<file path="src/rtl/gpu_pkg.sv">
// Shared types and constants for the GPU pixel path.
`ifndef WIDTH_BITS
`define WIDTH_BITS 10
`endif
`ifndef HEIGHT_BITS
`define HEIGHT_BITS 10
`endif
`ifndef CHANNEL_BITS
`define CHANNEL_BITS 8
`endif

package gpu_pkg;

    localparam int unsigned PIX_WIDTH_BITS   = `WIDTH_BITS;
    localparam int unsigned PIX_HEIGHT_BITS  = `HEIGHT_BITS;
    localparam int unsigned PIX_CHANNEL_BITS = `CHANNEL_BITS;

    // Arbitration modes
    localparam int unsigned ARB_FIXED = 0;
    localparam int unsigned ARB_RR    = 1;

    // One pixel as produced by a drawing engine
    typedef struct packed {
        logic [`WIDTH_BITS-1:0]   x;
        logic [`HEIGHT_BITS-1:0]  y;
        logic [`CHANNEL_BITS-1:0] r;
        logic [`CHANNEL_BITS-1:0] g;
        logic [`CHANNEL_BITS-1:0] b;
    } pixel_t;

    // Grant lock state: idle, or holding one source until its last pixel
    typedef enum logic {
        ST_IDLE   = 1'b0,
        ST_LOCKED = 1'b1
    } arb_state_t;

endpackage

</file>
<file path="src/rtl/gpu_pixel_fifo.sv">
// Show-ahead FIFO: head entry drives head_data directly, zero when empty.
module gpu_pixel_fifo #(
    parameter int unsigned DEPTH     = 4,
    parameter int unsigned DATA_BITS = 8
) (
    input  logic                   clk,
    input  logic                   n_rst,
    input  logic                   push,
    input  logic [DATA_BITS-1:0]   push_data,
    input  logic                   pop,
    output logic [DATA_BITS-1:0]   head_data,
    output logic                   full,
    output logic                   empty,
    output logic [$clog2(DEPTH):0] count
);

    localparam int unsigned PTR_BITS = $clog2(DEPTH);
    localparam int unsigned CNT_BITS = PTR_BITS + 1;

    logic [DATA_BITS-1:0] mem [DEPTH];
    logic [PTR_BITS-1:0]  wr_ptr;
    logic [PTR_BITS-1:0]  rd_ptr;
    logic                 do_push;
    logic                 do_pop;

    assign full    = (count == CNT_BITS'(DEPTH));
    assign empty   = (count == '0);
    // A full FIFO never accepts, even when it pops in the same cycle
    assign do_push = push && !full;
    assign do_pop  = pop && !empty;

    // Pointer and occupancy tracking; power-of-two depth wraps naturally
    always_ff @(posedge clk) begin
        if (!n_rst) begin
            wr_ptr <= '0;
            rd_ptr <= '0;
            count  <= '0;
        end else begin
            if (do_push) begin
                wr_ptr <= wr_ptr + PTR_BITS'(1);
            end
            if (do_pop) begin
                rd_ptr <= rd_ptr + PTR_BITS'(1);
            end
            case ({do_push, do_pop})
                2'b10:   count <= count + CNT_BITS'(1);
                2'b01:   count <= count - CNT_BITS'(1);
                default: count <= count;
            endcase
        end
    end

    // Payload storage, written on accepted pushes only
    always_ff @(posedge clk) begin
        if (do_push) begin
            mem[wr_ptr] <= push_data;
        end
    end

    assign head_data = empty ? '0 : mem[rd_ptr];

endmodule

</file>
<file path="src/rtl/gpu_pixel_arbiter.sv">
// Arbitrates NUM_SRC pixel engines onto one buffered pixel stream, keeping
// each primitive's pixels contiguous via a grant lock.
module gpu_pixel_arbiter
    import gpu_pkg::*;
#(
    parameter int unsigned NUM_SRC      = 2,
    parameter int unsigned FIFO_DEPTH   = 4,
    parameter int unsigned ARB_MODE     = ARB_FIXED,
    parameter int unsigned WIDTH_BITS   = PIX_WIDTH_BITS,
    parameter int unsigned HEIGHT_BITS  = PIX_HEIGHT_BITS,
    parameter int unsigned CHANNEL_BITS = PIX_CHANNEL_BITS,
    localparam int unsigned ID_BITS     = (NUM_SRC > 1) ? $clog2(NUM_SRC) : 1
) (
    input  logic                            clk,
    input  logic                            n_rst,
    input  logic [NUM_SRC-1:0]              src_valid,
    input  logic [NUM_SRC-1:0]              src_last,
    input  logic [NUM_SRC*WIDTH_BITS-1:0]   src_x,
    input  logic [NUM_SRC*HEIGHT_BITS-1:0]  src_y,
    input  logic [NUM_SRC*CHANNEL_BITS-1:0] src_r,
    input  logic [NUM_SRC*CHANNEL_BITS-1:0] src_g,
    input  logic [NUM_SRC*CHANNEL_BITS-1:0] src_b,
    output logic [NUM_SRC-1:0]              src_ready,
    output logic                            out_valid,
    input  logic                            out_ready,
    output logic [WIDTH_BITS-1:0]           x_o,
    output logic [HEIGHT_BITS-1:0]          y_o,
    output logic [CHANNEL_BITS-1:0]         r_o,
    output logic [CHANNEL_BITS-1:0]         g_o,
    output logic [CHANNEL_BITS-1:0]         b_o,
    output logic [ID_BITS-1:0]              src_id_o,
    output logic                            busy
);

    localparam int unsigned PAY_BITS = WIDTH_BITS + HEIGHT_BITS + 3 * CHANNEL_BITS + ID_BITS;
    localparam int unsigned CNT_BITS = $clog2(FIFO_DEPTH) + 1;

    arb_state_t                state_q;
    arb_state_t                state_d;
    logic                      lock_valid;
    logic [ID_BITS-1:0]        lock_id;
    logic [ID_BITS-1:0]        rr_ptr;
    logic [ID_BITS-1:0]        rr_idx;
    logic                      sel_found;

    logic [NUM_SRC-1:0]        grant;
    logic [NUM_SRC-1:0]        accept;
    logic                      acc_any;
    logic [ID_BITS-1:0]        sel_id;
    logic                      sel_last;
    logic [WIDTH_BITS-1:0]     sel_x;
    logic [HEIGHT_BITS-1:0]    sel_y;
    logic [CHANNEL_BITS-1:0]   sel_r;
    logic [CHANNEL_BITS-1:0]   sel_g;
    logic [CHANNEL_BITS-1:0]   sel_b;

    logic [PAY_BITS-1:0]       push_data;
    logic [PAY_BITS-1:0]       head_data;
    logic                      fifo_full;
    logic                      fifo_empty;
    logic [CNT_BITS-1:0]       fifo_count;

    // Lock state register
    always_ff @(posedge clk) begin
        if (!n_rst) begin
            state_q <= ST_IDLE;
        end else begin
            state_q <= state_d;
        end
    end

    // Lock next state: any accept decides from its last flag
    always_comb begin
        state_d = state_q;
        if (acc_any) begin
            state_d = sel_last ? ST_IDLE : ST_LOCKED;
        end
    end

    // Lock outputs
    always_comb begin
        lock_valid = (state_q == ST_LOCKED);
    end

    // Locked source identity and round-robin pointer, both follow the accept
    always_ff @(posedge clk) begin
        if (!n_rst) begin
            lock_id <= '0;
            rr_ptr  <= '0;
        end else if (acc_any) begin
            lock_id <= sel_id;
            rr_ptr  <= (sel_id == ID_BITS'(NUM_SRC - 1)) ? '0 : sel_id + ID_BITS'(1);
        end
    end

    // Grant selection: lock wins, else fixed priority or round-robin search
    always_comb begin
        grant     = '0;
        sel_id    = '0;
        sel_found = 1'b0;
        rr_idx    = '0;
        if (lock_valid) begin
            grant[lock_id] = 1'b1;
            sel_id         = lock_id;
        end else if (ARB_MODE == ARB_FIXED) begin
            for (int k = int'(NUM_SRC) - 1; k >= 0; k--) begin
                if (src_valid[k]) begin
                    grant    = '0;
                    grant[k] = 1'b1;
                    sel_id   = ID_BITS'(k);
                end
            end
        end else begin
            for (int k = 0; k < int'(NUM_SRC); k++) begin
                rr_idx = ID_BITS'((int'(rr_ptr) + k) % int'(NUM_SRC));
                if (!sel_found && src_valid[rr_idx]) begin
                    grant[rr_idx] = 1'b1;
                    sel_id        = rr_idx;
                    sel_found     = 1'b1;
                end
            end
        end
    end

    // Payload mux for the granted source
    always_comb begin
        sel_x = '0;
        sel_y = '0;
        sel_r = '0;
        sel_g = '0;
        sel_b = '0;
        for (int i = 0; i < int'(NUM_SRC); i++) begin
            if (grant[i]) begin
                sel_x = src_x[i*WIDTH_BITS   +: WIDTH_BITS];
                sel_y = src_y[i*HEIGHT_BITS  +: HEIGHT_BITS];
                sel_r = src_r[i*CHANNEL_BITS +: CHANNEL_BITS];
                sel_g = src_g[i*CHANNEL_BITS +: CHANNEL_BITS];
                sel_b = src_b[i*CHANNEL_BITS +: CHANNEL_BITS];
            end
        end
    end

    assign sel_last  = src_last[sel_id];
    assign src_ready = grant & {NUM_SRC{!fifo_full}};
    assign accept    = src_valid & src_ready;
    assign acc_any   = |accept;
    assign push_data = {sel_x, sel_y, sel_r, sel_g, sel_b, sel_id};

    gpu_pixel_fifo #(
        .DEPTH     (FIFO_DEPTH),
        .DATA_BITS (PAY_BITS)
    ) u_fifo (
        .clk       (clk),
        .n_rst     (n_rst),
        .push      (acc_any),
        .push_data (push_data),
        .pop       (out_ready),
        .head_data (head_data),
        .full      (fifo_full),
        .empty     (fifo_empty),
        .count     (fifo_count)
    );

    assign {x_o, y_o, r_o, g_o, b_o, src_id_o} = head_data;
    assign out_valid = !fifo_empty;
    assign busy      = (fifo_count != '0) || lock_valid;

endmodule

</file>
<file path="config.mk">
export PLATFORM = sky130hd
export DESIGN_NAME = gpu_pixel_arbiter
export DESIGN_NICKNAME = d
export VERILOG_FILES = /design/src/rtl/gpu_pkg.sv /design/src/rtl/gpu_pixel_fifo.sv /design/src/rtl/gpu_pixel_arbiter.sv
export SDC_FILE = /design/constraint.sdc
export NUM_CORES = 1
export LEC_CHECK = 0
export ABC_AREA = 1
export CORE_UTILIZATION = 45
export DETAILED_ROUTE_END_ITERATION = 12
export PLACE_DENSITY = 0.7
export SYNTH_ARGS = -nofsm -noshare
export SYNTH_HDL_FRONTEND = slang
export SYNTH_SLANG_ARGS = --single-unit
</file>
<file path="constraint.sdc">
create_clock -name clk -period 6.9 [get_ports clk]
set_clock_uncertainty 0.2 [all_clocks]
set_input_delay 1.035 -clock clk [delete_from_list [all_inputs] [get_ports clk]]
set_output_delay 1.035 -clock clk [all_outputs]
set_load 0.02 [all_outputs]
</file>
==> results of run 1 <==
-- worst register-to-register path, cell delays in order (launching register included) --
cell and delay (ps):
dfxtp_1 420, nand2_2 130, nand2_2 760, nand3_2 240, nand2_4 160, inv_4 90
nor2_4 490, buf_4 500
-- worst paths after layout --
check	end	slack [ps]
hold reg to reg	flip-flop	250
hold / removal	flip-flop	250
setup / recovery	x_o[6]	2320
setup reg to reg	u_fifo.mem[3][28]$_DFFE_PP_	3540
-- registers in the layout, summed over array words and instances, names as in the netlist, named ones only --
name           cells
u_fifo.wr_ptr      2
lock_valid         1
u_fifo.count       3
u_fifo.rd_ptr      2
lock_id            1
u_fifo.mem       180
-- area by class of cell --
class	count	area, um^2
Clock buffer	18	429.2
Fill cell	1337	7149
Timing Repair Buffer	149	1496
Clock inverter	12	146.4
Multi-Input combinational cell	416	2116
Sequential cell	191	5630
Inverter	27	107.6
Tap cell	225	281.5
-- routing by layer --
layer	wire length [um]	GRT usage (%)
met1	7752	25.86
met2	9093	34.01
met3	1130	3.891
met4	214	6.492
met5	0	0
-- cell usage after synthesis --
master | count | area share [%]
o21ai_1 | 14 | 0.87
nand2_4 | 1 | 0.14
ha_1 | 5 | 0.78
dfxtp_1 | 11 | 2.7
clkbuf_1 | 14 | 0.65
edfxtp_1 | 180 | 67
o21ai_2 | 1 | 0.11
nand2_2 | 2 | 0.16
nand3_2 | 2 | 0.25
o21ai_0 | 81 | 5.0
buf_6 | 4 | 0.56
inv_1 | 21 | 0.98
a22o_1 | 44 | 4.8
nand2_1 | 11 | 0.51
inv_2 | 4 | 0.19
nand3_4 | 1 | 0.22
buf_2 | 23 | 1.4
nand3_1 | 6 | 0.37
nor2_1 | 192 | 9.0
a21oi_1 | 51 | 3.2
fa_1 | 1 | 0.25
inv_4 | 2 | 0.16
nor2_2 | 4 | 0.31
-- logic make-up after synthesis --
logic type               share of synthesized area [%]
AO/OA/AOI/OAI                                    14.01
flip-flops                                       70.05
adder cells (fa/ha/maj)                          1.028
AND/OR/NAND/NOR                                  10.94
buffers and inverters                            3.973
-- report_power, final --
group / switching [W] / internal [W] / leakage (nW)
Combinational: 0.000868 / 0.000567 / 1.52
Sequential: 0.0000900 / 0.00145 / 1.75
Clock: 0.000392 / 0.000562 / 0.270
Total: 0.00135 / 0.00258 / 3.54
-- per-stage QoR --
stage               setup slack (ps)  power (W)  cell area, um^2  util [%]
floorplan                       2769   0.002374             8030         -
global placement                2428   0.002955             9603     55.33
detailed placement              2238   0.002993             9603     55.33
CTS                             2193   0.003944            10180     58.64
global route                    2099   0.004128            10210     58.81
finish                          2321   0.003933            10210     58.81
==> out/metrics.csv, run 1 <==
metric,value,unit
Vias per Instance,5.390,
Clock Latency Late Sink,420,ps
Max-slew headroom,31.35,%
Area growth syn-to-layout,27.11,%
library cells used by synthesis,23,
cell count along the critical path,5,
outcome,"finished, final reports clean",
CTS Buf Count,17,
Antenna diodes,0,
HP Class,flip-flop to flip-flop,
CTS Root Cell,clkbuf_16,
worst path cell trace,clkinv_2 > buf_16 > o21ai_0 > a21oi_1 > clkdlybuf4s50_1,
row cnt,48,
effective utilization at floorplan,46.27,%
clock period minus final worst setup slack,4579,ps
Num Clock Sinks,191,
Clock Tree Buf Depth,2,
syn_nets,776,
die area,18380,um^2
Post-DP HPWL,10600,um
CTS Hold Bufs,0,
H-tree depth,4,
Startpoint Class,flip-flop,
Reg2Reg Launch Point,lock_valid$_SDFFE_PN0N_,
number of global-route vias before repair,5479,
initial antenna violation count,0,
Worst EP arrival,3340,ps
post-DR wirelength/cell,17.53,um
crit-path max cell delay,970,ps
routability cong.,0.7678,
critical path required time,5660,ps
slowest cell on the critical path,dfxtp_4,
hold path cells,2,
"commonest non-fill, non-tap cell in the layout",nor2_1,
mean post-synth cell area,11.90,um^2
Static Leakage,3.541,nW
grt total ovfl,0,
Min Hold Slack,252.2,ps
Final Hold Vio Count,0,
"FF+latch count, synth",191,
final setup violation count,0,
clock slew at reported path FFs,60,ps
Mapped Cells,675,
Worst Path Max Fanout,91,
chip height,135.6,um
PwrDens,385.3,nW/um^2
Slew @ Worst Pin,1026,ps
fin crit share,66.36,%
Port Buffer Count,143,
DRC Markers,0,
vias,5595,
Critical Path End Type,primary output,
VDD IR-drop max,0.2367,mV
core area,17360,um^2
most frequent cells in the layout,"nor2_1 (188), edfxtp_1 (180), clkdlybuf4s50_1 (143)",
register area share after synthesis,70.05,%
WL final,18190,um
Setup Buffers After CTS,0,
hold_sp,u_fifo.rd_ptr[1]$_SDFFE_PN0P_,
max_cap viols,0,
largest net degree at the start of global routing,92,
RSZ-0062 raised after global routing,false,
fin cells,1038,
crit path kind,flip-flop to primary output,
antenna-violating nets left,0,
Fin Setup TNS,0,ps
Max Clk Rate,218.4,MHz
chip width,135.6,um
CTS tree,done,
Iteration-0 DRC Markers,480,
placed insts,1007,
All-Layer GR Usage,20.07,%
IO Count,144,
Post-CTS Resized,0,
"Slew Viols, Final",0,
Critical path buffers and inverters,3,
share of cells above drive strength 1,6.765,%
final net count,903,
synthesized area,8030,um^2
drt pass-1 iters,5,
first-pass GRT wire length,27510,um
synthesis warning total,0,
CP top delay family,buffers and inverters,
worst reg2reg path depth,7,
Power figures use the tool's default switching activity.
==> run 2, diff against run 1 <==
- PLACE_DENSITY: 0.7 -> 0.73
- clock period: 6.9 -> 4.15 ns (I/O delays scaled with it)
==> run 2 against run 1 <==
  * Wire length decreased by 3.7%
  * Critical endpoint is now x_o[5]
  * Total power up 69%
  * Global-route usage is 0.54 points lower
  * Clock-buffer cell count unchanged
  * Via count shrank 3.2%
  * Sequential share of layout area fell by 0.52 points
  * Clock power up 77%
==> out/metrics.csv, run 2 (synthesis gave the netlist of run 1 again) <==
metric,value,unit
critical path required time,3330,ps
area of the multi-input gates,2116,um^2
Worst Path Max Fanout,72,
Post-DP HPWL,10470,um
Startpoint Class,flip-flop,
CTS Root Cell,clkbuf_16,
Clock Tree Buf Depth,2,
VDD IR-drop max,0.3490,mV
Seq. cell area,5630,um^2
RSZ-0062 raised after global routing,false,
WL final,17510,um
Min Hold Slack,265.8,ps
first-pass GRT wire length,26870,um
CTS tree,done,
share of cells above drive strength 1,8.029,%
All-Layer GR Usage,19.53,%
hold_sp,u_fifo.rd_ptr[1]$_SDFFE_PN0P_,
Worst EP arrival,2860,ps
most frequent cells in the layout,"nor2_1 (188), edfxtp_1 (180), clkdlybuf4s50_1 (143)",
H-tree depth,4,
die area,18380,um^2
clock period minus final worst setup slack,3686,ps
HP Class,flip-flop to flip-flop,
Num Clock Sinks,191,
chip height,135.6,um
antenna-violating nets left,0,
routability cong.,0.7718,
"commonest non-fill, non-tap cell in the layout",nor2_1,
chip width,135.6,um
post-DR wirelength/cell,16.73,um
Antenna diodes,0,
Setup Buffers After CTS,0,
Max Clk Rate,271.3,MHz
DRC Markers,0,
top flop regs,"u_fifo.mem x180, u_fifo.count x3",
largest register by flop count,u_fifo.mem,
Static Leakage,3.611,nW
"Slew Viols, Final",0,
grt total ovfl,0,
CTS Buf Count,17,
Critical Path End Type,primary output,
largest net degree at the start of global routing,73,
Final Hold Vio Count,0,
fillers,1346,
Slew @ Worst Pin,957.0,ps
outcome,"finished, final reports clean",
max FFs per register,180,
effective utilization at floorplan,46.27,%
Port Buffer Count,143,
number of global-route vias before repair,5280,
Fin Setup TNS,0,ps
Iteration-0 DRC Markers,406,
crit path kind,flip-flop to primary output,
row cnt,48,
drt pass-1 iters,4,
Area growth syn-to-layout,28.31,%
PwrDens,645.8,nW/um^2
Vias per Instance,5.171,
final setup violation count,0,
Clock Latency Late Sink,420,ps
CTS Hold Bufs,0,
core area,17360,um^2
Reg2Reg Launch Point,lock_valid$_SDFFE_PN0N_,
fin crit share,88.83,%
vias,5414,
clock slew at reported path FFs,60,ps
Post-CTS Resized,0,
IO Count,144,
max_cap viols,0,
Max-slew headroom,36.20,%
initial antenna violation count,0,
final net count,910,
[run 2: cell count changes in the layout (fill, tap and decap cells not counted), sizes merged]
cell      before  now
buf            6   13
bufinv         3    4
clkinv         7    6
clkinvlp       3    0
inv           26   31
[run 2: where the power goes]
| part | total (W) | switching, W | internal, W |
|---|---|---|---|
| sequential | 0.00249 | 0.0000723 | 0.00241 |
| combinational | 0.00248 | 0.00152 | 0.000960 |
| clock | 0.00169 | 0.000676 | 0.00101 |
| total | 0.00665 | 0.00227 | 0.00439 |
[run 2: layout make-up]
cell class              count  share of cell area [%]
flip-flops and latches    191                   54.64
multi-input cells         416                   20.53
repair buffers            156                   15.08
clock buffers              18                   4.165
well taps                 225                   2.732
clock inverters            14                   1.809
inverters                  27                   1.032
[run 2: worst paths after layout]
check	end	slack, ps	cells past startpoint
setup / recovery	x_o[5]	460	6
setup reg to reg	u_fifo.count[2]$_SDFFE_PN0P_	1440	13
hold / removal	flip-flop	270	2
hold reg to reg	flip-flop	270	2
[run 2: critical path: stages, from the launching register on]
cell and delay, ps:
dfxtp_4 470, buf_4 640, nor2_1 130, nor2_1 120
o21ai_0 110, a21oi_1 250, clkdlybuf4s50_1 660
[run 2: metrics by stage]
step	util, %	worst slack, ps	area (um^2)	std cells	power, W
2_1_floorplan	-	431.5	8030	675	0.003947
3_3_place_gp	55.82	792.3	9688	1015	0.004978
3_5_place_dp	55.82	714.4	9688	1015	0.005019
4_1_cts	59.36	444.2	10300	1047	0.006706
5_1_grt	59.36	293.9	10300	1047	0.006983
6_report	59.36	463.7	10300	1047	0.006654
[run 2: per-layer routing]
layer	vias to the layer above	track usage, %	share of wire, %
met4	0	7.116	1.5
met3	17	3.517	4.6
met2	161	35.01	51
met5	-	0	0
li1	2672	-	-
met1	2564	23.34	42
==> run 3, diff against run 2 <==
- ABC_AREA: 1 -> unset
==> run 3 against run 2 <==
  * Maximum frequency increased by 6.8%
  * Clock-buffer cell count unchanged
  * Via count decreased by 20%
  * Combinational power decreased by 8.1%
  * Cell count decreased by 24%
  * Largest cell class unchanged
  * Total power increased by 2.4%
  * Non-clock buffer count decreased by 5
  * Highest routed layer unchanged
  * Register-to-register slack got worse by 150 ps
  * Clock power increased by 7%
==> out/metrics.csv, run 3 <==
metric,value,unit
Port Buffer Count,143,
Clock Tree Buf Depth,2,
ys flop type,edfxtp_1,
Final Cell Area,10240,um^2
slowest cell on the critical path,dfxtp_4,
Vias per Instance,5.404,
Post-CTS Resized,0,
core area,17180,um^2
"FF+latch count, synth",191,
vias,4307,
initial antenna violation count,0,
Post-synth EDFFs,180,
Antenna diodes,0,
antenna-violating nets left,0,
worst path cell trace,buf_12 > mux4_2 > and2_1 > clkdlybuf4s50_1,
Worst EP arrival,2630,ps
crit-path max cell delay,660,ps
synthesis warning total,0,
All-Layer GR Usage,18.18,%
drt pass-1 iters,4,
largest register by flop count,u_fifo.mem,
synthesized area,7885,um^2
critical path required time,3330,ps
Final Hold Vio Count,0,
CP top delay family,buffers and inverters,
"commonest non-fill, non-tap cell in the layout",edfxtp_1,
most frequent cells in the layout,"edfxtp_1 (180), clkdlybuf4s50_1 (143), and2_1 (49)",
Post-DP HPWL,9560,um
effective utilization at floorplan,45.91,%
Max Clk Rate,289.8,MHz
Startpoint Class,flip-flop,
Static Leakage,3.451,nW
syn_nets,514,
grt met2 use,30.83,%
HP Class,flip-flop to flip-flop,
Worst Path Max Fanout,23,
Mapped Cells,413,
routability cong.,0.7159,
crit path kind,flip-flop to primary output,
RSZ-0062 raised after global routing,false,
number of global-route vias before repair,4594,
Clock Latency Late Sink,420,ps
chip width,134.4,um
"Slew Viols, Final",0,
final setup violation count,0,
CTS Buf Count,17,
max FFs per register,180,
grt total ovfl,0,
post-synth top area share,68.55,%
share of cells above drive strength 1,15.91,%
Iteration-0 DRC Markers,285,
Synth top cells by count,"edfxtp_1 (180), and2_1 (49), mux4_2 (45)",
WL final,15460,um
M3 GR Usage,4.308,%
VDD IR-drop max,0.2934,mV
Yosys top cell by area,edfxtp_1,
outcome,"finished, final reports clean",
max_cap viols,0,
mean post-synth cell area,19.09,um^2
row cnt,48,
chip height,134.4,um
Area growth syn-to-layout,29.91,%
Critical path buffers and inverters,2,
post-DR wirelength/cell,19.40,um
IO Count,144,
fillers,1251,
CTS Root Cell,clkbuf_16,
Num Clock Sinks,191,
H-tree depth,4,
library cells used by synthesis,33,
clock slew at reported path FFs,60,ps
asr flop ratio synth,0,%
largest net degree at the start of global routing,50,
fin crit share,83.15,%
DRC Markers,0,
Slew @ Worst Pin,848.4,ps
register area share after synthesis,71.34,%
M1 GR Usage,22.93,%
clock period minus final worst setup slack,3451,ps
ranking of synthesized cells by area,"edfxtp_1 (69%), mux4_2 (13%), a22o_1 (4.9%)",
Setup Buffers After CTS,0,
CTS Hold Bufs,0,
die area,18060,um^2
top-count cell post-synth,edfxtp_1,
first-pass GRT wire length,23820,um
area post-placement,9579,um^2
GRT busiest layer,met2,
Critical Path End Type,primary output,
Max-slew headroom,43.44,%
PwrDens,665.1,nW/um^2
CTS tree,done,
final net count,660,
top flop regs,"u_fifo.mem x180, u_fifo.count x3",
Fin Setup TNS,0,ps
## run 3: final timing paths
| kind | depth (start not counted) | end | slack (ps) | start |
|---|---|---|---|---|
| max | 4 | r_o[7] | 700 | flip-flop |
| min | 2 | flip-flop | 330 | u_fifo.rd_ptr[1]$_SDFFE_PN0P_ |
| max reg2reg | 8 | u_fifo.count[2]$_SDFFE_PN0P_ | 1290 | u_fifo.count[0]$_SDFFE_PN0P_ |
| min reg2reg | 2 | flip-flop | 330 | u_fifo.rd_ptr[1]$_SDFFE_PN0P_ |
## run 3: worst min-delay path, stage by stage (launching register included)
cell and delay [ps]:
dfxtp_1 320, xor2_1 60, nor2_1 100
## run 3: metal layers
metal | vias up | wire length [um]
met5 | - | 0
met4 | 0 | 176
met3 | 14 | 853
met2 | 150 | 7859
met1 | 2176 | 6575
li1 | 1967 | -
## run 3: kinds of logic (layout without fill, tap and decap cells)
kind of cell | count (synthesis) | count (layout) | share of synthesized area (%)
AND/OR/NAND/NOR | 73 | 73 | 5.554
XOR/XNOR | 4 | 4 | 0.4444
adder cells (fa/ha/maj) | 6 | 6 | 1.047
buffers and inverters | 33 | 192 | 2.618
AO/OA/AOI/OAI | 61 | 61 | 6.141
flip-flops | 191 | 191 | 71.34
multiplexers | 45 | 45 | 12.85
## run 3: cell type report
type	count	area [um^2]	share of cell area (%)
Sequential cell	191	5630	54.97
Clock buffer	18	429.2	4.190
Timing Repair Buffer	151	1567	15.29
Clock inverter	14	235.2	2.296
Multi-Input combinational cell	189	2067	20.18
Inverter	9	33.78	0.3298
Tap cell	225	281.5	2.748
## run 3: where the power goes
part           internal (W)  leakage, nW  switching, W
clock network       0.00113        0.320      0.000667
logic               0.00115         1.35       0.00113
registers           0.00257         1.78      0.000159
total               0.00486         3.45       0.00195
## run 3: through the flow
stage	util [%]	cells	total power, W	setup WS (ps)	hold WS (ps)
after CTS	59.64	797	0.006898	599.7	330.9
final	59.64	797	0.006813	699.3	330.3
after detailed placement	55.77	765	0.005105	793.4	310.0
after global placement	55.77	765	0.005034	858.8	271.0
after floorplan	-	413	0.004155	1585	261.4
after global routing	59.64	797	0.007116	514.0	358.1
